### config.mk
export PLATFORM = sky130hd
export DESIGN_NAME = cfg_bitfile_loader_flat
export DESIGN_NICKNAME = d
export VERILOG_FILES = /design/src/rtl/cfg_bitfile_loader_pkg.sv /design/src/rtl/cfg_bitfile_loader_if.sv /design/src/rtl/cfg_bitfile_loader_shift_reg.sv /design/src/rtl/cfg_bitfile_loader.sv /design/src/flat_wrapper.sv
export SDC_FILE = /design/constraint.sdc
export NUM_CORES = 1
export LEC_CHECK = 0
export ABC_AREA = 1
export CAP_MARGIN = 10
export CORE_UTILIZATION = 57
export CTS_CLUSTER_SIZE = 40
export DETAILED_ROUTE_END_ITERATION = 8
export PLACE_DENSITY = 0.83
export SLEW_MARGIN = 20
export SYNTH_ARGS = -nofsm -noshare
export SYNTH_HDL_FRONTEND = slang
export SYNTH_SLANG_ARGS = --single-unit
export TNS_END_PERCENT = 1
### constraint.sdc
create_clock -name clk -period 1.74 [get_ports clk]
set_input_delay 0.174 -clock clk [delete_from_list [all_inputs] [get_ports clk]]
set_output_delay 0.174 -clock clk [all_outputs]
set_load 0.005 [all_outputs]
### src/rtl/cfg_bitfile_loader_pkg.sv
// Shared definitions for the configuration bitfile loader: FSM state encoding and
// the bitfile geometry as seen by the Controller.
package cfg_pkg;

    localparam int unsigned CFG_WIDTH_DEFAULT = 8;
    localparam int unsigned CTRL_SIG_W        = 2;

    typedef enum logic [1:0] {
        ST_IDLE  = 2'd0,
        ST_SHIFT = 2'd1,
        ST_CHECK = 2'd2
    } cfg_state_e;

    // Even parity over data plus parity bit holds when the XOR of all bits is zero.
    function automatic logic parity_ok(input logic running_xor);
        return ~running_xor;
    endfunction

endpackage

### src/rtl/cfg_bitfile_loader_if.sv
// Serial configuration port: start/abort control plus a valid/ready bit stream.
interface cfg_bitfile_loader_if;

    logic cfg_start;
    logic cfg_abort;
    logic cfg_bit;
    logic cfg_valid;
    logic cfg_ready;

    modport master (
        output cfg_start,
        output cfg_abort,
        output cfg_bit,
        output cfg_valid,
        input  cfg_ready
    );

    modport slave (
        input  cfg_start,
        input  cfg_abort,
        input  cfg_bit,
        input  cfg_valid,
        output cfg_ready
    );

endinterface

### src/rtl/cfg_bitfile_loader_shift_reg.sv
// Shadow register, beat counter and running parity for one serial bitfile load.
module cfg_shift_reg #(
    parameter int unsigned WIDTH = 8
) (
    input  logic                         clk,
    input  logic                         rst,
    input  logic                         clear_i,
    input  logic                         beat_i,
    input  logic                         bit_i,
    output logic [WIDTH-1:0]             shadow_o,
    output logic [$clog2(WIDTH+1)-1:0]   cnt_o,
    output logic                         par_o,
    output logic                         last_o
);

    localparam int unsigned CNT_W = $clog2(WIDTH + 1);
    localparam logic [CNT_W-1:0] LAST_CNT = CNT_W'(WIDTH);

    logic [WIDTH-1:0] shadow_q;
    logic [CNT_W-1:0] cnt_q;
    logic             par_q;

    always_ff @(posedge clk or posedge rst) begin
        if (rst) begin
            shadow_q <= '0;
            cnt_q    <= '0;
            par_q    <= 1'b0;
        end else if (clear_i) begin
            shadow_q <= '0;
            cnt_q    <= '0;
            par_q    <= 1'b0;
        end else if (beat_i) begin
            // The parity beat (cnt == WIDTH) only folds into the running XOR.
            par_q <= par_q ^ bit_i;
            if (cnt_q != LAST_CNT) begin
                for (int unsigned i = 0; i < WIDTH; i++) begin
                    if (cnt_q == CNT_W'(i)) begin
                        shadow_q[i] <= bit_i;
                    end
                end
                cnt_q <= cnt_q + CNT_W'(1);
            end
        end
    end

    assign shadow_o = shadow_q;
    assign cnt_o    = cnt_q;
    assign par_o    = par_q;
    assign last_o   = (cnt_q == LAST_CNT);

endmodule

### src/rtl/cfg_bitfile_loader.sv
// Serial bitfile loader: shifts bits into a shadow register, checks even parity and
// commits the whole bitfile to the Controller in a single cycle.
module cfg_bitfile_loader
    import cfg_pkg::*;
#(
    parameter int unsigned          CFG_WIDTH = CFG_WIDTH_DEFAULT,
    parameter logic [CFG_WIDTH-1:0] RESET_CFG = '0
) (
    input  logic                 clk,
    input  logic                 rst,
    cfg_bitfile_loader_if.slave  cfg_if,
    output logic [CFG_WIDTH-1:0] bitfile,
    output logic                 busy,
    output logic                 cfg_done,
    output logic                 cfg_err
);

    localparam int unsigned CNT_W = $clog2(CFG_WIDTH + 1);

    cfg_state_e           state_q;
    logic [CFG_WIDTH-1:0] bitfile_q;
    logic                 done_q;
    logic                 err_q;

    logic [CFG_WIDTH-1:0] shadow;
    logic [CNT_W-1:0]     cnt;
    logic                 par;
    logic                 last;
    logic                 in_idle;
    logic                 in_shift;
    logic                 beat;
    logic                 start_ok;
    logic                 clear;

    assign in_idle  = (state_q == ST_IDLE);
    assign in_shift = (state_q == ST_SHIFT);
    assign start_ok = in_idle & cfg_if.cfg_start & ~cfg_if.cfg_abort;
    // Abort outranks a beat presented in the same cycle.
    assign beat     = in_shift & cfg_if.cfg_valid & ~cfg_if.cfg_abort;
    assign clear    = start_ok | (in_shift & cfg_if.cfg_abort);

    cfg_shift_reg #(
        .WIDTH (CFG_WIDTH)
    ) u_shift (
        .clk      (clk),
        .rst      (rst),
        .clear_i  (clear),
        .beat_i   (beat),
        .bit_i    (cfg_if.cfg_bit),
        .shadow_o (shadow),
        .cnt_o    (cnt),
        .par_o    (par),
        .last_o   (last)
    );

    always_ff @(posedge clk or posedge rst) begin
        if (rst) begin
            state_q   <= ST_IDLE;
            bitfile_q <= RESET_CFG;
            done_q    <= 1'b0;
            err_q     <= 1'b0;
        end else begin
            done_q <= 1'b0;
            case (state_q)
                ST_IDLE: begin
                    if (start_ok) begin
                        state_q <= ST_SHIFT;
                        err_q   <= 1'b0;
                    end
                end
                ST_SHIFT: begin
                    if (cfg_if.cfg_abort) begin
                        state_q <= ST_IDLE;
                    end else if (beat && last) begin
                        state_q <= ST_CHECK;
                    end
                end
                ST_CHECK: begin
                    state_q <= ST_IDLE;
                    if (parity_ok(par)) begin
                        bitfile_q <= shadow;
                        done_q    <= 1'b1;
                    end else begin
                        err_q <= 1'b1;
                    end
                end
                default: state_q <= ST_IDLE;
            endcase
        end
    end

    assign cfg_if.cfg_ready = in_shift;
    assign bitfile          = bitfile_q;
    assign busy             = ~in_idle;
    assign cfg_done         = done_q;
    assign cfg_err          = err_q;

endmodule

### src/flat_wrapper.sv
// flat-port wrapper written by rule: the top's interface ports become plain ports
module cfg_bitfile_loader_flat import cfg_pkg::*;
#(
    parameter int unsigned          CFG_WIDTH = CFG_WIDTH_DEFAULT,
    parameter logic [CFG_WIDTH-1:0] RESET_CFG = '0
)
  (clk, rst, bitfile, busy, cfg_done, cfg_err, cfg_if_cfg_start, cfg_if_cfg_abort, cfg_if_cfg_bit, cfg_if_cfg_valid, cfg_if_cfg_ready);
  cfg_bitfile_loader_if cfg_if_i ();
  input  logic clk;
  input  logic rst;
  output logic [CFG_WIDTH-1:0] bitfile;
  output logic busy;
  output logic cfg_done;
  output logic cfg_err;
  input wire logic [$bits(cfg_if_i.cfg_start)-1:0] cfg_if_cfg_start;
  input wire logic [$bits(cfg_if_i.cfg_abort)-1:0] cfg_if_cfg_abort;
  input wire logic [$bits(cfg_if_i.cfg_bit)-1:0] cfg_if_cfg_bit;
  input wire logic [$bits(cfg_if_i.cfg_valid)-1:0] cfg_if_cfg_valid;
  output wire logic [$bits(cfg_if_i.cfg_ready)-1:0] cfg_if_cfg_ready;
  assign cfg_if_i.cfg_start = cfg_if_cfg_start;
  assign cfg_if_i.cfg_abort = cfg_if_cfg_abort;
  assign cfg_if_i.cfg_bit = cfg_if_cfg_bit;
  assign cfg_if_i.cfg_valid = cfg_if_cfg_valid;
  assign cfg_if_cfg_ready = cfg_if_i.cfg_ready;
  cfg_bitfile_loader #(.CFG_WIDTH(CFG_WIDTH), .RESET_CFG(RESET_CFG)) u_core (.clk(clk), .rst(rst), .cfg_if(cfg_if_i), .bitfile(bitfile), .busy(busy), .cfg_done(cfg_done), .cfg_err(cfg_err));
endmodule
==> impl_metrics.csv, run 1 <==
group,metric,value,unit
final_layout,nFillCells,149,
route,dr.pass1.iters,4,
global_route,grtUsageTotal,22.4,%
global_route,overflow,0,
yosys,async_flop_share,100,%
global_route,grt_max_degree,26,
yosys,syn_area_per_cell,8.03,um^2
final_layout,multi_input_area,541,um^2
setup_path,cpPeakStageDelay,0.50,ns
yosys,seq_area_frac_synth,49.3,%
power,power,1.00,mW
yosys,synth.area.top_cells,"dfrtp_1 (49%), nand2_1 (16%), inv_1 (4.4%)",
sta,period_share,92.5,%
yosys,synth_top_cell_area_share,49.3,%
worst_hold_path,min_path_type,"in -> async",
global_route,antenna_found_initial,0,
global_route,grt_pass1_wl,4160,um
power,peakVddDrop,0.000541,V
yosys,syn-instance-count,158,
clock_network,cts.sinks,25,
route,dr.first_iter.drc_count,43,
setup_path,path_depth,4,
sta,layout_min_cycle_time,1.61,ns
yosys,yosysMostFrequentCell,"nand2_1",
route,routed_via_density,5.23,
die,die_y,49.2,um
route,routedWlPerCell,11.3,um
clock_network,post_cts_resized,0,
route,ant_nets,0,
clock_network,cts.clk_slew.worst_paths,0.12,ns
sta,rsz0062_at_grt,"no",
setup_path,cp_top_family,"buffers and inverters",
setup_path,r2r_cells,7,
yosys,synth_common_cells,"nand2_1 (54), dfrtp_1 (25), inv_1 (15), nor2_1 (15)",
yosys,ys_ff_latch,25,
sta,setup_viol,0,
global_route,grt_pass1_vias,964,
setup_path,end_kind,"output pin",
die,coreArea,2020,um^2
yosys,synth_flop_cell,"dfrtp_1",
clock_network,ctsHoldBuffers,0,
flow_run,cap_viol_max_count,0,
clock_network,clockRootBuffer,"clkbuf_4",
clock_network,clkLatencyLatePin,0.31,ns
placement,port_buffers,17,
final_layout,drive_above_1_share,9.04,%
yosys,netlist_area,1270,um^2
sta,worstMarginPinSlew,0.315,ns
final_layout,fin_nets,188,
die,die_w,49.2,um
power,power.density,676,nW/um^2
yosys,yosysTopAreaCell,"dfrtp_1",
sta,slew_headroom,79.0,%
setup_path,required,1.57,ns
die,pin_count,18,
route,drc,0,
setup_path,critPathMaxFanout,5,
placement,routabilityCongestion,0.879,
clock_network,clock_path_buffers,2,
sta,fin_worst_skew,0.00358,ns
yosys,synth_edf_count,0,
route,vias,1066,
clock_network,h-tree-depth,1,
clock_network,tritoncts,"yes",
clock_network,cts_buffers,3,
route,wl,2310,um
sta,timing.final.hold_violations,0,
die,row_count,16,
setup_path,path_buf_inv,3,
setup_path,critPathArrivalTime,1.44,ns
sta,timing.setup.tns,0,ns
setup_path,crit_type,"reg -> out",
die,start_util,62.7,%
outcome,status,"completed",
placement,dpl.hpwl,1790,um
sta,slew_violations,0,
final_layout,syn_to_final_growth,16.7,%
final_layout,n_antenna_cell,0,
clock_network,post_cts_buffers,0,
setup_path,slowest_stage,"clkdlybuf4s50_1",
setup_path,cp-start-kind,"flip-flop",
power,p_leak,0.791,nW
die,die-area,2420,um^2
yosys,yosys_warnings,0,
yosys,syn_nets,168,
final_layout,register_area,626,um^2
yosys,ys_types,21,
sta,fmax,621,MHz
setup_path,crit_chain,"inv_2, nand2_1, inv_1, clkdlybuf4s50_1",
[state kept, by name, indices dropped and copies added (netlist names)]
name                     cells
u_core.bitfile               8
u_core.cfg_done              1
u_core.cfg_err               1
u_core.state_q               2
u_core.u_shift.cnt_o         4
u_core.u_shift.par_o         1
u_core.u_shift.shadow_o      8
[cell type report]
cell class / instances / area share, %
Timing Repair Buffer: 19 / 12.5
Tap cell: 27 / 2.28
Inverter: 18 / 4.56
Clock inverter: 1 / 0.338
Multi-Input combinational cell: 111 / 36.5
Sequential cell: 25 / 42.3
Clock buffer: 3 / 1.52
[per-stage QoR]
stage,setup WS [ns],utilization [%],cell area (um^2),instances,hold slack (ns)
global route,0.0604,73.2,1480,204,0.231
finish,0.130,73.2,1480,204,0.206
CTS,0.127,73.2,1480,204,0.220
global placement,0.280,71.8,1450,200,0.459
detailed placement,0.221,71.8,1450,200,0.464
floorplan,0.575,-,1270,158,0.201
[power by group]
group	internal, mW	total, mW	switching (mW)
Combinational	0.0552	0.149	0.0934
Sequential	0.593	0.606	0.0128
Clock	0.0858	0.247	0.161
Total	0.734	1.00	0.267
[cell families after synthesis]
family / after synthesis / synth area share [%]
xor gates and xnor gates: 1 / 0.690
adders and majority gates: 4 / 3.94
DFF: 25 / 49.3
and+or+nand+nor: 95 / 33.0
buffers and inverters: 22 / 8.09
AOI/OAI and AO/OA: 11 / 4.93
[worst paths after layout]
kind | startpoint | end | slack [ns]
max in group asynchronous | rst | u_core.bitfile[4] | 1.30
min reg2reg | u_core.u_shift.shadow_o[5] | u_core.u_shift.shadow_o[5] | 0.49
max | u_core.state_q[1] | cfg_if_cfg_ready | 0.13
min in group clk | u_core.u_shift.shadow_o[5] | u_core.u_shift.shadow_o[5] | 0.49
min | rst | u_core.bitfile[3] | 0.21
max reg2reg | u_core.u_shift.cnt_o[0] | u_core.u_shift.cnt_o[0] | 0.38
[layout by cell type (no fill, tap or decap), drive strengths merged]
cell           synthesis  layout
nand2                 58      58
dfrtp                 25      25
nor2                  18      18
clkdlybuf4s50          0      17
inv                   17      17
nand3                  9       9
a21oi                  9       9
nand4                  9       9
ha                     4       4
clkbuf                 0       3
buf                    4       2
clkinv                 1       2
nor3                   1       1
xor2                   1       1
a31o                   1       1
a22o                   1       1
[worst reg2reg max path, stage by stage (launching register included)]
cell	delay, ns
dfrtp_1	0.44
inv_1	0.14
ha_1	0.22
nand3_1	0.17
nand2_4	0.13
inv_2	0.05
nand3_1	0.06
nand2_1	0.05
[per-layer routing]
| metal | vias up | global-route usage (%) | routed length [um] |
|---|---|---|---|
| li1 | 535 | - | - |
| met1 | 498 | 29.8 | 1080 |
| met2 | 29 | 37.9 | 1120 |
| met3 | 4 | 2.80 | 84 |
| met4 | 0 | 7.35 | 20 |
| met5 | - | 0 | 0 |
Power figures use the tool's default switching activity.
==> run 2: changes to the inputs <==
- CORE_UTILIZATION: 57 -> 40
- PLACE_DENSITY: 0.83 -> unset
==> impl_metrics.csv, run 2 (synthesis results as in run 1) <==
group,metric,value,unit
setup_path,cp-start-kind,"flip-flop",
die,start_util,41.9,%
final_layout,mostFrequentLayoutCell,"nand2_1",
power,peakVddDrop,0.000444,V
sta,worstMarginPinSlew,0.338,ns
sta,whs,0.170,ns
final_layout,drive_above_1_share,9.04,%
final_layout,syn_to_final_growth,19.5,%
sta,timing.final.hold_violations,0,
clock_network,cts_buffers,3,
clock_network,cts.clk_slew.worst_paths,0.14,ns
route,dr.first_iter.drc_count,31,
clock_network,clock_path_buffers,2,
outcome,status,"completed",
route,wl,2280,um
sta,fmax,626,MHz
global_route,grt_pass1_vias,975,
sta,period_share,91.8,%
clock_network,clockRootBuffer,"clkbuf_4",
final_layout,nFillCells,290,
clock_network,cts.sinks,25,
route,dr.pass1.iters,4,
die,die_y,58.3,um
setup_path,end_kind,"output pin",
power,p_leak,0.790,nW
die,die-area,3400,um^2
die,row_count,20,
clock_network,post_cts_resized,0,
final_layout,final_cell_mix,"nand2_1 (54), dfrtp_1 (25), clkdlybuf4s50_1 (17)",
route,routed_via_density,4.57,
global_route,antenna_found_initial,0,
clock_network,post_cts_buffers,0,
clock_network,tritoncts,"yes",
clock_network,ctsHoldBuffers,0,
placement,port_buffers,17,
setup_path,r2r_end,"u_core.u_shift.cnt_o[0]",
flow_run,cap_viol_max_count,0,
sta,setup_viol,0,
worst_hold_path,min_path_type,"in -> async",
global_route,grt_pass1_wl,4200,um
setup_path,crit_type,"reg -> out",
final_layout,fin_nets,188,
die,coreArea,3030,um^2
sta,slew_violations,0,
power,power.density,667,nW/um^2
sta,slew_headroom,77.4,%
placement,dpl.hpwl,1780,um
route,ant_nets,0,
global_route,grt_max_degree,26,
sta,fin_worst_skew,0.0130,ns
route,routedWlPerCell,10.3,um
sta,layout_min_cycle_time,1.60,ns
route,vias,1009,
route,drc,0,
die,die_w,58.3,um
global_route,grtUsageTotal,16.1,%
sta,timing.setup.tns,0,ns
setup_path,regToRegStartpoint,"u_core.u_shift.cnt_o[0]",
setup_path,critPathMaxFanout,5,
setup_path,r2r_cells,7,
setup_path,critPathArrivalTime,1.42,ns
final_layout,register_area,626,um^2
sta,rsz0062_at_grt,"no",
clock_network,h-tree-depth,1,
final_layout,multi_input_area,541,um^2
placement,routabilityCongestion,0.778,
final_layout,final_cells,221,
setup_path,ff2ff_setup_slack,0.41,ns
die,pin_count,18,
global_route,overflow,0,
setup_path,required,1.57,ns
clock_network,clkLatencyLatePin,0.32,ns
placement,place_inst,217,
final_layout,n_antenna_cell,0,
==> run 2: cell count changes in the layout (fill, tap and decap cells not counted) <==
cell	previous run	this run
buf_12	0	1
buf_4	2	1
clkinv_2	1	0
clkinvlp_4	0	1
==> run 2: through the flow <==
| step | instance area, um^2 | worst slack [ns] | power [mW] | utilization (%) |
|---|---|---|---|---|
| 2_1_floorplan | 1270 | 0.575 | 0.722 | - |
| 3_3_place_gp | 1490 | 0.263 | 0.763 | 49.1 |
| 3_5_place_dp | 1490 | 0.203 | 0.769 | 49.1 |
| 4_1_cts | 1520 | 0.124 | 1.03 | 50.1 |
| 5_1_grt | 1520 | 0.0313 | 1.08 | 50.1 |
| 6_report | 1520 | 0.143 | 1.01 | 50.1 |
==> run 2: worst max-delay path by stage <==
| stage | slack (ns) | from | cells past startpoint | endpoint |
|---|---|---|---|---|
| after floorplan | 0.58 | u_core.u_shift.cnt_o[0] | 7 | u_core.u_shift.cnt_o[0] |
| after global placement | 0.26 | cfg_if_cfg_abort | 7 | u_core.u_shift.shadow_o[6] |
| after detailed placement | 0.20 | cfg_if_cfg_abort | 7 | u_core.u_shift.shadow_o[6] |
| after CTS | 0.12 | u_core.state_q[1] | 4 | cfg_if_cfg_ready |
| after global routing | 0.03 | u_core.state_q[1] | 4 | cfg_if_cfg_ready |
| final | 0.14 | u_core.state_q[1] | 4 | cfg_if_cfg_ready |
==> run 2: layout make-up <==
type	instances	share of cell area (%)
Timing Repair Buffer	19	13.0
Inverter	18	4.46
Tap cell	44	3.63
Clock buffer	3	1.49
Sequential cell	25	41.3
Clock inverter	1	0.495
Multi-Input combinational cell	111	35.6
==> run 2: where the power goes <==
group | internal [mW] | leakage, nW | switching (mW)
Clock | 0.0878 | 0.0139 | 0.166
Combinational | 0.0582 | 0.429 | 0.0943
Sequential | 0.593 | 0.347 | 0.0123
==> run 2: routing by layer <==
| layer | wire length [um] | part of all wire [%] | GRT usage [%] |
|---|---|---|---|
| met1 | 1060 | 47 | 21.3 |
| met2 | 1140 | 50 | 26.9 |
| met3 | 79 | 3.5 | 4.84 |
| met4 | 0 | 0 | 2.04 |
| met5 | 0 | 0 | 0 |
==> run 2: critical path, cell delays in order, from the launching register on <==
cell and delay (ns):
dfrtp_1 0.40, inv_2 0.09, nand2_1 0.05, inv_1 0.07, clkdlybuf4s50_1 0.50
==> variant, RTL diff (settings of run 1) <==
Set the package constant `CFG_WIDTH_DEFAULT` to 16 (it was 8).
--- a/src/rtl/cfg_bitfile_loader_pkg.sv
+++ b/src/rtl/cfg_bitfile_loader_pkg.sv
@@ -2,7 +2,7 @@
 // the bitfile geometry as seen by the Controller.
 package cfg_pkg;
 
-    localparam int unsigned CFG_WIDTH_DEFAULT = 8;
+    localparam int unsigned CFG_WIDTH_DEFAULT = 16;
     localparam int unsigned CTRL_SIG_W        = 2;
 
     typedef enum logic [1:0] {
Interface: changed (resized bitfile); port bits go from 18 to 26. No check against the original RTL was run, so the function may have changed too.
==> variant against run 1 <==
Sequential share of layout area grew 0.57 points. Hold slack gained 0.028 ns. Sequential cell count grew 17. Synthesized area grew 64%. Setup slack lost 0.022 ns. Largest cell class unchanged. Cell count grew 63%. Design area grew 66%. Clock power grew to 2.6 times the old value. Routed wire length grew 71%. Die area grew 61%. Non-clock buffer count grew 13. Power grew 87%. Highest routed layer unchanged.
==> variant: results (changes against run 1) <==
| Metric | Value |
|---|---|
| Post-Synth XOR/XNOR Area | 0.0126 (+0.00571) |
| Detailed-routed wire length on met3 | 221 um (+160%) |
| Buffers on Ports | 25 (+8) |
| Main area contributors after synthesis | dfrtp_1 (50%), nand2_1 (17%), nand4_1 (4.2%) |
| Post-Syn Nets | 269 (+60%) |
| Layout fillers | 262 (+76%) |
| Via count of the first global-routing pass | 1606 (+67%) |
| Leakage power | 1.30 nW (+64%) |
| Layout net count | 297 (+58%) |
| Setup Skew | 0.00974 ns (+0.00616 ns) |
| First-pass GRT wire length | 7140 um (+72%) |
| Fraction of final layout cells sized beyond drive strength 1 | 0.0874 (-0.00298) |
| Critical R2R Capture | u_core.u_shift.cnt_o[1]$_DFFE_PP0P_ |
| Later-pin clock latency in the skew report | 0.36 ns (+0.05 ns) |
| Maximum number of pins on one net before global-route repair | 43 (+65%) |
| Total routing usage reported by global routing | 0.235 (+0.0109) |
| DP Wirelength | 2740 um (+53%) |
| Adder-cell area share of the yosys netlist | 0.0300 (-0.00942) |
| Met1 usage in global routing | 0.316 (+0.0186) |
| VDD IR max | 0.449 mV (-17%) |
| Data arrival at the endpoint of the critical path | 1.46 ns (+0.02 ns) |
| Average wire length per cell after detail routing | 11.9 um (+4.9%) |
| Final RePlAce weighted congestion | 0.912 (+3.8%) |
| Run status | finished, final reports clean |
| Number of vias per cell | 5.19 (-0.74%) |
| Max FO, Critical Path | 6 (+1) |
| Worst Setup SP | u_core.state_q[0]$_DFFE_PP0P_ |
| Met3 track utilization from global routing | 0.0493 (+0.0212) |
| Total clock buffers created by CTS | 5 (+2) |
| Post-synthesis sequential area ratio | 0.505 (+0.0114) |
| Routed length on met1 | 1860 um (+72%) |
| Flop-to-flop setup slack | 0.21 ns (-0.17 ns) |
| Drt first-iter violations | 92 (+110%) |
## variant: repair_timing
item,CTS,global route
setup endpoints to repair,0,1
buffers inserted,0,2
gates resized for setup,0,0
## variant: through the flow
step / setup slack [ns] / util / instances / hold WS [ns] / total power [mW]
detailed placement: 0.145 / 0.690 / 323 / 0.464 / 1.25
CTS: 0.0835 / 0.714 / 330 / 0.252 / 1.88
finish: 0.108 / 0.718 / 332 / 0.234 / 1.87
global placement: 0.207 / 0.690 / 323 / 0.457 / 1.24
floorplan: 0.483 / - / 258 / 0.312 / 1.20
global route: 0.00526 / 0.718 / 332 / 0.296 / 1.96
## variant: worst min-delay path by stage
| stage | from | endpoint | depth (start not counted) |
|---|---|---|---|
| after detailed placement | u_core.bitfile[7]$_DFFE_PP0P_ | u_core.bitfile[7]$_DFFE_PP0P_ | 2 |
| after global routing | rst | u_core.bitfile[14]$_DFFE_PP0P_ | 3 |
| after floorplan | cfg_if_cfg_valid | u_core.state_q[1]$_DFFE_PP0P_ | 2 |
| after CTS | rst | u_core.bitfile[11]$_DFFE_PP0P_ | 3 |
| after global placement | u_core.u_shift.shadow_o[4]$_DFFE_PP0P_ | u_core.u_shift.shadow_o[4]$_DFFE_PP0P_ | 2 |
| final | rst | u_core.bitfile[6]$_DFFE_PP0P_ | 3 |
## variant: where the power goes
part,internal [mW],switching [mW]
clock network,0.334,0.298
logic,0.0777,0.149
registers,0.993,0.0162
## variant: final cells by class
| class | count | area share |
|---|---|---|
| Sequential cell | 42 | 0.428 |
| Multi-Input combinational cell | 182 | 0.351 |
| Timing Repair Buffer | 32 | 0.129 |
| Inverter | 23 | 0.0352 |
| Tap cell | 46 | 0.0235 |
| Clock buffer | 6 | 0.0209 |
| Clock inverter | 1 | 0.0122 |
